--- config.mk ---
export PLATFORM = sky130hd
export DESIGN_NAME = shoe_dealer
export DESIGN_NICKNAME = d
export VERILOG_FILES = /design/src/rtl/shoe_dealer.sv
export SDC_FILE = /design/constraint.sdc
export NUM_CORES = 2
export LEC_CHECK = 0
export BUFFER_PORTS_ARGS = -buffer_cell sky130_fd_sc_hd__buf_2
export CAP_MARGIN = 20
export CORE_AREA = 3 3 364 366
export DETAILED_ROUTE_END_ITERATION = 6
export DIE_AREA = 0 0 367 369
export PLACE_DENSITY = 0.71
export SKIP_CTS_REPAIR_TIMING = 1
export SLEW_MARGIN = 0
export SYNTH_ARGS = -nofsm -noshare
export SYNTH_HDL_FRONTEND = slang
export SYNTH_SLANG_ARGS = --single-unit
--- constraint.sdc ---
create_clock -name clk -period 15.3 [get_ports clk]
set_clock_uncertainty 0.1 [all_clocks]
set_input_delay 0.765 -clock clk [delete_from_list [all_inputs] [get_ports clk]]
set_output_delay 0.765 -clock clk [all_outputs]
set_load 0.02 [all_outputs]
--- src/rtl/shoe_dealer.sv ---
// Multi-deck Blackjack shoe: RAM-backed deck, LFSR-driven Fisher-Yates shuffle, request/valid dealing.
// Optional `SHOE_SEED_EN adds a seed input that reloads the LFSR on every entry to INIT.
module shoe_dealer #(
  parameter int NUM_DECKS  = 6,
  parameter int LFSR_W     = 16,
  parameter int CUT_REMAIN = 78,
  localparam int TOTAL     = NUM_DECKS * 52,
  localparam int CNT_W     = $clog2(TOTAL + 1)
) (
  input  logic             clk,
  input  logic             reset,
`ifdef SHOE_SEED_EN
  input  logic [LFSR_W-1:0] seed,
`endif
  input  logic             shuffle_req,
  input  logic             draw_req,
  output logic             busy,
  output logic             card_valid,
  output logic [3:0]       card_rank,
  output logic [3:0]       card_points,
  output logic [CNT_W-1:0] cards_left,
  output logic             cut_reached,
  output logic             empty
);

  typedef enum logic [2:0] {
    S_INIT, S_RD_I, S_RD_J, S_WR_I, S_WR_J, S_READY, S_FETCH, S_DEAL
  } state_t;

  localparam logic [31:0] TAPS32 = (LFSR_W == 8)  ? 32'h0000_00B8 :
                                   (LFSR_W == 12) ? 32'h0000_0E08 :
                                   (LFSR_W == 24) ? 32'h00E1_0000 :
                                   (LFSR_W == 32) ? 32'hA300_0000 : 32'h0000_B400;
  localparam logic [LFSR_W-1:0] TAPS     = LFSR_W'(TAPS32);
  localparam logic [LFSR_W-1:0] SEED_DEF = LFSR_W'(32'h0000_ACE1);

  function automatic logic [LFSR_W-1:0] lfsr_adv(input logic [LFSR_W-1:0] v);
    return {1'b0, v[LFSR_W-1:1]} ^ (v[0] ? TAPS : '0);
  endfunction

  state_t            state_q;
  logic [CNT_W-1:0]  idx_q, j_q, ptr_q, left_q;
  logic [3:0]        init_rank_q, tmp_q;
  logic [LFSR_W-1:0] lfsr_q;
  logic              shuf_pend_q;
  logic              card_valid_q;
  logic [3:0]        card_rank_q, card_points_q;
`ifdef SHOE_SEED_EN
  logic              seed_pend_q;
  logic [LFSR_W-1:0] seed_val;
  assign seed_val = (seed != '0) ? seed : SEED_DEF;
`endif

  logic [3:0]        mem [0:TOTAL-1];
  logic [3:0]        rdata_q;
  logic [CNT_W-1:0]  mem_addr;
  logic              mem_we;
  logic [3:0]        mem_wdata;

  // Swap partner j = floor(lfsr * (i+1) / 2^LFSR_W), always in 0..i
  logic [LFSR_W+CNT_W-1:0] prod;
  logic [CNT_W-1:0]        j_d;
  assign prod = (LFSR_W+CNT_W)'(lfsr_q) * (LFSR_W+CNT_W)'(idx_q + CNT_W'(1));
  assign j_d  = CNT_W'(prod >> LFSR_W);

  always_comb begin
    mem_addr  = ptr_q;
    mem_we    = 1'b0;
    mem_wdata = '0;
    case (state_q)
      S_INIT: begin mem_addr = idx_q; mem_we = 1'b1; mem_wdata = init_rank_q; end
      S_RD_I: mem_addr = idx_q;
      S_RD_J: mem_addr = j_q;
      S_WR_I: begin mem_addr = idx_q; mem_we = 1'b1; mem_wdata = rdata_q; end
      S_WR_J: begin mem_addr = j_q;   mem_we = 1'b1; mem_wdata = tmp_q;   end
      default: mem_addr = ptr_q;
    endcase
  end

  always_ff @(posedge clk) begin
    if (mem_we) mem[mem_addr] <= mem_wdata;
    rdata_q <= mem[mem_addr];
  end

  always_ff @(posedge clk or posedge reset) begin
    if (reset) begin
      state_q       <= S_INIT;
      idx_q         <= '0;
      j_q           <= '0;
      ptr_q         <= '0;
      left_q        <= '0;
      init_rank_q   <= 4'd1;
      tmp_q         <= '0;
      lfsr_q        <= SEED_DEF;
      shuf_pend_q   <= 1'b0;
      card_valid_q  <= 1'b0;
      card_rank_q   <= '0;
      card_points_q <= '0;
`ifdef SHOE_SEED_EN
      seed_pend_q   <= 1'b1;
`endif
    end else begin
      lfsr_q       <= lfsr_adv(lfsr_q);
      card_valid_q <= 1'b0;
      case (state_q)
        S_INIT: begin
`ifdef SHOE_SEED_EN
          if (seed_pend_q) begin
            lfsr_q      <= lfsr_adv(seed_val);
            seed_pend_q <= 1'b0;
          end
`endif
          init_rank_q <= (init_rank_q == 4'd13) ? 4'd1 : init_rank_q + 4'd1;
          if (idx_q == CNT_W'(TOTAL - 1)) state_q <= S_RD_I;
          else idx_q <= idx_q + CNT_W'(1);
        end
        S_RD_I: begin
          j_q     <= j_d;
          state_q <= S_RD_J;
        end
        S_RD_J: begin
          tmp_q   <= rdata_q;
          state_q <= S_WR_I;
        end
        S_WR_I: state_q <= S_WR_J;
        S_WR_J: begin
          if (idx_q == CNT_W'(1)) begin
            state_q <= S_READY;
            left_q  <= CNT_W'(TOTAL);
            ptr_q   <= '0;
          end else begin
            idx_q   <= idx_q - CNT_W'(1);
            state_q <= S_RD_I;
          end
        end
        S_READY: begin
          if (shuffle_req) begin
            state_q     <= S_INIT;
            idx_q       <= '0;
            init_rank_q <= 4'd1;
            left_q      <= '0;
            ptr_q       <= '0;
`ifdef SHOE_SEED_EN
            lfsr_q      <= seed_val;
`endif
          end else if (draw_req && left_q != '0) begin
            state_q <= S_FETCH;
          end
        end
        S_FETCH: begin
          shuf_pend_q   <= shuf_pend_q | shuffle_req;
          card_valid_q  <= 1'b1;
          card_rank_q   <= rdata_q;
          card_points_q <= (rdata_q > 4'd10) ? 4'd10 : rdata_q;
          state_q       <= S_DEAL;
        end
        S_DEAL: begin
          // Pointer saturates on the final card so it never leaves the RAM range
          if (left_q != CNT_W'(1)) ptr_q <= ptr_q + CNT_W'(1);
          left_q <= left_q - CNT_W'(1);
          if (shuf_pend_q || shuffle_req) begin
            shuf_pend_q <= 1'b0;
            state_q     <= S_INIT;
            idx_q       <= '0;
            init_rank_q <= 4'd1;
            left_q      <= '0;
            ptr_q       <= '0;
`ifdef SHOE_SEED_EN
            lfsr_q      <= seed_val;
`endif
          end else begin
            state_q <= S_READY;
          end
        end
        default: state_q <= S_INIT;
      endcase
    end
  end

  assign busy        = (state_q == S_INIT) || (state_q == S_RD_I) || (state_q == S_RD_J) ||
                       (state_q == S_WR_I) || (state_q == S_WR_J);
  assign card_valid  = card_valid_q;
  assign card_rank   = card_rank_q;
  assign card_points = card_points_q;
  assign cards_left  = left_q;
  assign empty       = (left_q == '0);
  assign cut_reached = (left_q <= CNT_W'(CUT_REMAIN));

endmodule

==> impl_metrics.yaml <==
job:
  cap_violations: 0
critical_path:
  worstPathMaxFanout: 17
  ff2ff_path_depth: 24
  worst-path-buf-inv: 7
  cp.depth: 24
  cp.required_ns: 15.74
  cp-start-kind: "flip-flop"
  cp-end-kind: "flip-flop"
  cp_slowest_cell: "ha_1"
  crit_family: "adder cells"
  setup.worst_path.class: "reg2reg"
  cp.arrival_ns: 7.26
  crit_top_cell: "inv_1"
  crit_chain: "inv_1 -> ha_1 -> nand2_1 -> fa_1 -> inv_1 -> fa_1 -> inv_1 -> fa_1 -> inv_1 -> fa_1 -> inv_1 -> fa_1 -> inv_1 -> ha_1 -> a21o_1 -> a211o_1 -> nor2_1 -> o21a_1 -> o41ai_1 -> buf_4 -> a31o_2 -> o41ai_1 -> xnor2_1 -> o21ai_0"
  r2r-start: "idx_q[0]"
  crit_path_max_incr_delay_ns: 0.75
  startpoint: "idx_q[0]"
yosys:
  syn_nets: 4244
  synthAdderAreaFrac_pct: 5.103
  ys_ff_latch: 1325
  synth_top_family_by_area: "simple AND/OR/NAND/NOR gates"
  synthFlopType: "edfxtp_1"
  synth.avg_cell_area_um2: 14.34
  async_reset_ff_share_pct: 5.509
  synth-edff-count: 1248
  synth_xor_xnor_area_share_pct: 0.4206
  synth.cell_area_um2: 58300
  synth_compound_area_share_pct: 5.032
  synthMuxAreaShare_pct: 8.621
  synth_cell_type_count: 88
  synth.yosys.seq_area_share_pct: 67.57
  synth-simple-area-share_pct: 10.39
  yosysWarnings: 0
  synth_cells: 4067
finish:
  multi_input_area_um2: 17370
  fin_util_pct: 49.70
  final-seq-area_um2: 39390
  filler_cell_count: 10760
  area_growth_pct: 10.38
  final_cells: 5911
  mostFrequentLayoutCells: "1248 x edfxtp_1, 661 x nand2_1, 381 x nor2_1, 156 x mux2i_1, 140 x mux4_2"
  final_common_cell: "edfxtp_1"
  final_nets: 4238
  layout-drive-gt1-share_pct: 12.10
floorplanning:
  rows: 132
  io_pins: 25
  die_y_um: 369
  dieArea_um2: 135400
  initial_core_util_pct: 45.03
  die_w_um: 367
  core_area_um2: 129500
hold_path:
  min_path_type: "in2async"
cts:
  clock_path_buffers: 3
  cts_tree: "yes"
  clock_latency_ns: 0.72
  cts_inserted_buffers: 120
  clk_pin_slew_ns: 0.07
  cts.sinks: 1325
  cts_root_buf: "clkbuf_16"
  htree_levels: 3
detailed_routing:
  wirelength_um: 159400
  initialDrtViolationCount: 5407
  routedWlPerCell_um: 26.96
  num_vias: 36010
  dr.pass1.iters: 5
  detail-route-antenna-nets: 0
  viasPerCell: 6.092
  drcViolationCount: 0
grt:
  grt_overflow_total: 0
  antenna_found_initial: 3
  grt_pass1_vias: 35060
  grt_first_pass_wirelength_um: 234500
  grt_use_total_pct: 23.15
  grt_max_degree: 225
sta:
  period_share_pct: 44.53
  setup_violations: 0
  timing.hold.ws_ns: 0.2414
  rsz0062_at_grt: "false"
  final_max_slew_viol_count: 0
  hold_violations: 0
  slew-limit-headroom_pct: 18.49
  fin_ws_ns: 8.486
  layout_min_cycle_time_ns: 6.814
  max_freq_ghz: 0.1468
  finalSetupTns_ns: 0
  worstMarginPinSlew_ns: 1.223
power:
  max-vdd-ir-drop_uv: 251.6
  leakagePower_nw: 22.39
  power_density_nw_per_um2: 218.9
place:
  hpwl_um: 96930
  gp_congestion: 0.8888
  place_ws_ns: 8.202
  place.port_buffers: 24
  place_inst: 5680
status:
  status: "finished clean"
[report_power, final]
group,switching [mW],internal [mW]
clock network,1.34,1.73
registers,0.103,4.76
logic,4.47,1.69
total,5.91,8.18
[registers in the layout (all words and copies together) (netlist names)]
| register | count |
|---|---|
| shuf_pend_q | 1 |
| idx_q | 9 |
| cards_left | 9 |
| card_points | 4 |
| init_rank_q | 4 |
| j_q | 9 |
| state_q | 3 |
| tmp_q | 4 |
| card_valid | 1 |
| lfsr_q | 16 |
| mem | 1248 |
| card_rank | 4 |
| ptr_q | 9 |
| rdata_q | 4 |
[layout make-up]
type | count | share of cell area [%]
clock buffer | 162 | 5.168
sequential | 1325 | 61.21
inverter | 140 | 0.8165
multi-input combinational | 2357 | 27.00
antenna | 3 | 0.01166
tap | 1742 | 3.387
timing repair buffer | 117 | 1.355
clock inverter | 65 | 1.054
[worst reg2reg max path, cell delays in order (launching register included)]
cell and delay (ns):
dfrtp_1 0.62, inv_1 0.30, ha_1 0.75, nand2_1 0.17
fa_1 0.55, inv_1 0.05, fa_1 0.50, inv_1 0.05
fa_1 0.52, inv_1 0.05, fa_1 0.48, inv_1 0.05
fa_1 0.47, inv_1 0.04, ha_1 0.17, a21o_1 0.18
a211o_1 0.30, nor2_1 0.11, o21a_1 0.13, o41ai_1 0.08
buf_4 0.18, a31o_2 0.27, o41ai_1 0.31, xnor2_1 0.16
o21ai_0 0.08
[cells in the mapped netlist, types with 34 or more instances]
cell type | count | area share (%)
o22ai_1 | 42 | 0.45
nor2_1 | 386 | 2.5
clkbuf_1 | 131 | 0.84
a21oi_1 | 89 | 0.76
a32oi_1 | 36 | 0.54
ha_1 | 65 | 1.4
dfrtp_1 | 64 | 2.7
nand2_1 | 665 | 4.3
fa_1 | 108 | 3.7
buf_2 | 65 | 0.56
and2_1 | 77 | 0.83
inv_1 | 139 | 0.89
mux2i_1 | 156 | 2.7
nand4_1 | 34 | 0.36
o21ai_0 | 76 | 0.65
mux4_2 | 140 | 5.4
nand3_1 | 136 | 1.2
edfxtp_1 | 1248 | 64
[cell families (layout without fill, tap and decap cells)]
group                    after synthesis  after routing
AND/OR/NAND/NOR                     1410           1410
flip-flops                          1325           1325
AO/OA/AOI/OAI                        433            433
buffers and inverters                385            484
multiplexers                         313            313
adder cells (fa/ha/maj)              173            173
XOR/XNOR                              28             28
other                                  0              3
[per-stage QoR]
stage               instance area [um^2]  power, mW
floorplan                          58300      8.902
global placement                   60330      10.79
detailed placement                 60340      10.87
CTS                                64340      13.90
global route                       64350      14.46
finish                             64360      14.09
[path summary, 6_finish.rpt]
path	to	slack (ns)
max reg2reg	j_q[8]	8.49
max in group asynchronous	j_q[7]	14.24
min in group clk	card_rank[3]	0.37
max	j_q[8]	8.49
min reg2reg	card_rank[3]	0.37
min	card_points[2]	0.24
[metal layers]
metal  share of wire (%)  up-vias  track usage (%)
li1                    -    15090                -
met1                  38    18090            32.11
met2                  44     2371            34.81
met3                  13      465            5.901
met4                 5.1        4            9.715
met5               0.092        -           0.8191
Power figures use the tool's default switching activity.
